==> src/rtl/ttfir_mac.sv <==
// ttfir_mac: time-multiplexed FIR core that evaluates one tap per cycle through
// a single multiplier-accumulator. Coefficients and samples share one
// valid/ready input port, qualified by mode.
// Optional feature macro: TTFIR_SAT_EN. When it is defined, the output saturates
// and sat_flag is sticky. When it is undefined, the output wraps and sat_flag is 0.
module ttfir_mac #(
    parameter int N_TAPS  = 6,
    parameter int BW_IN   = 6,
    parameter int BW_COEF = 6,
    parameter int BW_ACC  = 15,
    parameter int BW_OUT  = 8,
    parameter int SHIFT   = 0
) (
    input  logic              clk,
    input  logic              reset,
    input  logic              mode,
    input  logic              in_valid,
    output logic              in_ready,
    input  logic [BW_IN-1:0]  in_data,
    output logic              out_valid,
    output logic [BW_OUT-1:0] out_data,
    output logic              coef_ok,
    output logic              sat_flag
);
    localparam int BW_PROD = BW_IN + BW_COEF;
    localparam int IDX_W   = $clog2(N_TAPS);
    localparam int CNT_W   = $clog2(N_TAPS + 1);

    typedef enum logic {IDLE, MAC} state_e;

    state_e                    state_q, state_d;
    logic [IDX_W-1:0]          idx_q, idx_d;
    logic [CNT_W-1:0]          count_q, count_d;
    logic signed [BW_ACC-1:0]  acc_q, acc_d;
    logic signed [BW_COEF-1:0] c_q [N_TAPS];
    logic signed [BW_COEF-1:0] c_d [N_TAPS];
    logic signed [BW_IN-1:0]   x_q [N_TAPS];
    logic signed [BW_IN-1:0]   x_d [N_TAPS];
    logic [BW_OUT-1:0]         out_data_q, out_data_d;
    logic                      out_valid_q, out_valid_d;

    logic                      accept;
    logic                      last_tap;
    logic signed [BW_PROD-1:0] prod;
    logic signed [BW_ACC-1:0]  sum;
    logic [BW_OUT-1:0]         result;

    // State register of the IDLE/MAC sequencer.
    always_ff @(posedge clk) begin
        // NOTE: sequential state uses non-blocking assignments; combinational
        // blocks use blocking ones so later statements see earlier results.
        if (reset) begin
            state_q <= IDLE;
        end else begin
            state_q <= state_d;
        end
    end

    // Next state: a loaded sample starts a MAC run, the last tap ends it.
    always_comb begin
        // NOTE: every combinational output gets a default first so no path
        // leaves it unassigned and infers a latch.
        state_d = state_q;
        case (state_q)
            IDLE: if (accept && !mode && coef_ok) state_d = MAC;
            MAC:  if (last_tap) state_d = IDLE;
        endcase
    end

    // Output decode: handshake, load status and registered result.
    always_comb begin
        in_ready  = (state_q == IDLE) && !reset;
        accept    = in_valid && in_ready;
        last_tap  = (idx_q == IDX_W'(N_TAPS - 1));
        coef_ok   = (count_q == CNT_W'(N_TAPS));
        out_valid = out_valid_q;
        out_data  = out_data_q;
    end

    // One tap product, sign-extended into the wrapping accumulator.
    always_comb begin
        prod = BW_PROD'(x_q[idx_q]) * BW_PROD'(c_q[idx_q]);
        sum  = acc_q + BW_ACC'(prod);
    end

`ifdef TTFIR_SAT_EN
    localparam logic signed [BW_ACC-1:0] SAT_MAX = BW_ACC'((2 ** (BW_OUT - 1)) - 1);
    localparam logic signed [BW_ACC-1:0] SAT_MIN = ~SAT_MAX;

    logic signed [BW_ACC-1:0] shifted;
    logic                     result_sat;
    logic                     sat_q, sat_d;

    // Output format: scale, then clamp to the signed output range.
    always_comb begin
        shifted    = sum >>> SHIFT;
        result     = shifted[BW_OUT-1:0];
        result_sat = 1'b0;
        if (shifted > SAT_MAX) begin
            result     = SAT_MAX[BW_OUT-1:0];
            result_sat = 1'b1;
        end else if (shifted < SAT_MIN) begin
            result     = SAT_MIN[BW_OUT-1:0];
            result_sat = 1'b1;
        end
        sat_d = sat_q | (state_q == MAC && last_tap && result_sat);
    end

    // Sticky saturation flag, cleared only by reset.
    always_ff @(posedge clk) begin
        if (reset) sat_q <= 1'b0;
        else       sat_q <= sat_d;
    end

    assign sat_flag = sat_q;
`else
    // Output format: scale, then keep the low output bits (wrap).
    always_comb begin
        result = BW_OUT'(sum >>> SHIFT);
    end

    assign sat_flag = 1'b0;
`endif

    // Datapath next values: coefficient/sample shifts and MAC steps.
    always_comb begin
        count_d     = count_q;
        idx_d       = idx_q;
        acc_d       = acc_q;
        c_d         = c_q;
        x_d         = x_q;
        out_data_d  = out_data_q;
        out_valid_d = 1'b0;
        if (accept && mode) begin
            for (int k = N_TAPS - 1; k > 0; k--) c_d[k] = c_q[k-1];
            c_d[0] = in_data[BW_COEF-1:0];
            if (coef_ok) begin
                // A write after a complete set starts a fresh set and flushes
                // history filtered with the old coefficients.
                count_d = CNT_W'(1);
                for (int k = 0; k < N_TAPS; k++) x_d[k] = '0;
            end else begin
                count_d = count_q + CNT_W'(1);
            end
        end else if (accept && coef_ok) begin
            for (int k = N_TAPS - 1; k > 0; k--) x_d[k] = x_q[k-1];
            x_d[0] = in_data;
            acc_d  = '0;
            idx_d  = '0;
        end else if (state_q == MAC) begin
            if (last_tap) begin
                out_data_d  = result;
                out_valid_d = 1'b1;
            end else begin
                acc_d = sum;
                idx_d = idx_q + IDX_W'(1);
            end
        end
    end

    // Datapath registers.
    always_ff @(posedge clk) begin
        if (reset) begin
            // NOTE: the coefficient and delay arrays are reset explicitly;
            // reset must leave an empty filter with no stale history.
            for (int k = 0; k < N_TAPS; k++) begin
                c_q[k] <= '0;
                x_q[k] <= '0;
            end
            count_q     <= '0;
            idx_q       <= '0;
            acc_q       <= '0;
            out_data_q  <= '0;
            out_valid_q <= 1'b0;
        end else begin
            c_q         <= c_d;
            x_q         <= x_d;
            count_q     <= count_d;
            idx_q       <= idx_d;
            acc_q       <= acc_d;
            out_data_q  <= out_data_d;
            out_valid_q <= out_valid_d;
        end
    end

endmodule

==> config.mk <==
export PLATFORM = sky130hd
export DESIGN_NAME = ttfir_mac
export DESIGN_NICKNAME = d
export VERILOG_FILES = /design/src/rtl/ttfir_mac.sv
export SDC_FILE = /design/constraint.sdc
export NUM_CORES = 1
export LEC_CHECK = 0
export CAP_MARGIN = 20
export CORE_UTILIZATION = 40
export CTS_CLUSTER_SIZE = 40
export DETAILED_ROUTE_END_ITERATION = 12
export PLACE_DENSITY = 0.67
export SLEW_MARGIN = 40
export SYNTH_ARGS = -nofsm -noshare
export SYNTH_HDL_FRONTEND = slang
export SYNTH_SLANG_ARGS = --single-unit
export TNS_END_PERCENT = 20
==> constraint.sdc <==
create_clock -name clk -period 5.2 [get_ports clk]
set_input_delay 1.56 -clock clk [delete_from_list [all_inputs] [get_ports clk]]
set_output_delay 1.56 -clock clk [all_outputs]
set_load 0.02 [all_outputs]
==> summary.md <==
| Metric | Value |
|---|---|
| Worst-path clk slew | roughly 0.070 ns |
| Worst path cell trace | buf_4 -> mux4_2 -> a21oi_4 -> inv_1 -> nand2_1 -> fa_1 -> fa_1 -> inv_1 -> fa_1 -> inv_1 -> fa_1 -> inv_1 -> ha_1 -> inv_1 -> o21bai_1 -> a21oi_2 -> xnor3_2 -> xnor2_2 -> o31ai_1 |
| Slowest cell on the critical path | fa_1 |
| Commonest cells post-synth | nand2_1 (104), dfxtp_1 (96), a21oi_1 (89), nor2_1 (76), nor3b_1 (36) |
| Die H | 116 um |
| Die X | between 100 and 150 um |
| Cell leakage power | 2.11 nW |
| Cell mode on critical path | inv_1 |
| Flops & latches, synth | 96 |
| Crit-path max FO | 7 |
| Num CTS Buffers | 9 |
| Share of cells above drive strength 1 | 9.61% |
| Hold path start | out_data[3]$_SDFFE_PP0P_ |
| Antenna-violating nets left | 0 |
| Critical Path Max Stage Delay | 0.55 ns |
| Share of the synthesized area in the top cell type | 37.1% |
| H-tree depth | 3 |
| Yosys top cell by area | dfxtp_1 |
| R2R cell count | 19 |
| Initial drt markers | 216 |
| Status | finished, final reports clean |
| Post-placement cell area | between 5000 and 6000 um^2 |
| Antenna Cells | 0 |
| Sequential area share after synthesis | 37.1% |
| Vias in the first global route | 3713 |
| Tcrit/Tclk final | 97.8% |
| Number of flops mapped to enable cells by yosys | 0 |
| Reg2reg end | acc_q[7]$_SDFFE_PP0P_ |
| Nets | 680 |
| Asr flop ratio synth | 0% |
| Die ar. | 13400 um^2 |
| PwrDens | 247 nW/um^2 |
| Worst Setup SP | idx_q[0]$_SDFFE_PP0P_ |
| Area occupied by multi-input gates | 2990 um^2 |
| Starting Density | 41.0% |
| DR pass1 iterations | 4 |
| Core Rows | ~40 |
| Setup Crit Path Kind | reg2reg |
| Worst Setup EP | acc_q[7]$_SDFFE_PP0P_ |
| Syn Std Cell Area | 5180 um^2 |
| All-Layer GR Usage | 18.0% |
| CP arrival | 5.35 ns |
| Layout fillers | 1268 |
| # port buffers | 20 |
| Most used DFF post-synth | dfxtp_1 |
| GPL Wtd Cong | 0.853 |
| F_max | 197 MHz |
| CP Capture Type | register |
| DR WL/cell | 14.5 um |
| Design area | 5950 um^2 |
| Area growth from synthesis to layout | 15.0% |
| Final Hold Viols | 0 |
| Dpl ws | around 0.031 ns |
| Root cell of the clock tree | clkbuf_16 |
| Top-count cell post-synth | nand2_1 |
| Longest Clk Path Bufs | 2 |
| Netlist cell types | 44 |
| Ranking of synthesized cells by area | dfxtp_1 (37%), a21oi_1 (8.6%), nand2_1 (7.5%), fa_1 (7.0%), nor2_1 (5.5%) |
| Gr ovfl total | 0 |
| Clock Latency Late Sink | 0.35 ns |
| Core Area | about 13000 um^2 |
| Clk sinks | 96 |
| Worst-margin pin slew | 0.770 ns |
| Synthesis Warnings | 0 |
| Mapped Avg Cell Area | 8.39 um^2 |
| Synthesized Nets | 666 |
| Worst Clk Skew | about 0.0074 ns |
| Residual DRC | 0 |
| HP Class | reg2reg |
| Max Cap Viol | 0 |
| Routed WL | 11.7 mm |
| Slew Viols, Final | 0 |
| Area taken by flip-flops and latches | 1930 um^2 |
| Post-layout util | a little under half |
| Post-cts hold buffer count | 0 |
| Final setup fails | 0 |
| Setup ws final | 0.115 ns |
| Vias per Instance | 5.12 |
| Rel. slew slack | 48.6% |
| Largest net degree at the start of global routing | 89 |
| Synthesized instance count | 617 |
| CTS tree | built |
| Minimum clock period | 5.08 ns |
| Via Count | roughly 4100 |
| Hpwl dp | 8.24 mm |
| WP data required | 5.47 ns |
| Top-Level Pins | 22 |
| Hold slack | between 0.4 and 0.5 ns |
| Worst setup SP type | register |
| Reg-to-Reg Start | idx_q[0]$_SDFFE_PP0P_ |
| Peak supply drop | 0.000210 V |
| Global-route wire length before repair | about 18 mm |
| Reg2Reg Setup Slack | 0.12 ns |
| Initial antenna violation count | 0 |
worst min-delay path by stage:
stage	endpoint	slack, ns	cells after the start
after floorplan	c_q[0]$_SDFFE_PP0P_	0.44	2
after global placement	out_data[3]$_SDFFE_PP0P_	0.44	2
after detailed placement	out_data[3]$_SDFFE_PP0P_	0.45	2
after CTS	out_data[3]$_SDFFE_PP0P_	0.46	2
after global routing	c_q[3]$_SDFFE_PP0P_	0.48	2
final	out_data[3]$_SDFFE_PP0P_	0.46	2
kinds of logic (layout without fill, tap and decap cells):
kind of cell | count (synthesis) | count (layout) | share of synthesized area (%)
and+or+nand+nor | 244 | 244 | 21.6
buffers and inverters | 72 | 90 | 5.99
AOI/OAI and AO/OA | 118 | 118 | 12.6
DFF | 96 | 96 | 37.1
adders and majority gates | 39 | 39 | 12.0
other | 1 | 1 | 0.0724
xor gates and xnor gates | 16 | 16 | 3.00
muxes | 31 | 31 | 7.49
state kept, by name, summed over array words and instances (netlist names):
register / cells
x_q: 36
c_q: 36
idx_q: 3
out_valid: 1
state_q: 1
acc_q: 8
count_q: 3
out_data: 8
power breakdown:
group | internal (W) | leakage [nW] | total, W | switching (W)
clock | 0.000386 | 0.146 | 0.000672 | 0.000286
sequential | 0.000737 | 0.774 | 0.000739 | 0.00000240
combinational | 0.0000185 | 1.19 | 0.0000569 | 0.0000384
layer usage:
| layer | vias to the layer above | track usage, % | routed length [um] |
|---|---|---|---|
| met2 | 66 | 28.7 | 5650 |
| li1 | 2073 | - | - |
| met5 | - | 0 | 0 |
| met1 | 1976 | 23.7 | 5410 |
| met3 | 17 | 4.29 | 383 |
| met4 | 0 | 7.18 | 242 |
metrics by stage:
| step | instances | power, W | setup TNS, ns |
|---|---|---|---|
| finish | 807 | 0.00147 | 0 |
| floorplan | 617 | 0.000793 | 0 |
| CTS | 803 | 0.00148 | 0 |
| global route | 807 | 0.00152 | -0.101 |
| global placement | 788 | 0.000812 | 0 |
| detailed placement | 788 | 0.000813 | 0 |
worst max-delay path, delay by kind of cell (launching register included):
| family | cells | cell delay [ns] |
|---|---|---|
| buffers and inverters | 6 | 0.45 |
| muxes | 1 | 0.54 |
| adders and majority gates | 5 | 2.36 |
| and+or+nand+nor | 1 | 0.09 |
| DFF | 1 | 0.40 |
| AOI/OAI and AO/OA | 4 | 0.63 |
| xor gates and xnor gates | 2 | 0.53 |
timing repair:
action | in CTS | in global routing
endpoints found under the hold margin | 0 | 0
setup buffers | 0 | 3
setup endpoints to repair | 0 | 2
gates resized for setup | 0 | 7
layout make-up:
type	instances	area share, %
Inverter	31	1.95
Clock inverter	4	0.883
Multi-Input combinational cell	449	50.3
Sequential cell	96	32.3
Tap cell	172	3.61
Clock buffer	11	4.08
Timing Repair Buffer	44	6.87
layout by cell type (no fill, tap or decap), types with 3 or more instances in the layout:
cell and n:
o21ai_0 4, nand3_1 4, nor3_1 3, nand3b_1 3, mux4_2 6, or2_2 3
o22ai_1 4, xnor2_1 11, ha_1 21, xor2_1 3, and2_1 4, inv_1 30
nor3b_1 36, clkbuf_16 10, fa_1 18, nand2b_1 3, buf_4 21, clkdlybuf4s50_1 19
nor2_1 76, a21oi_1 85, mux2i_1 23, a22oi_1 7, nand2_1 104, dfxtp_1 95
(Power assumes the default switching activity.)
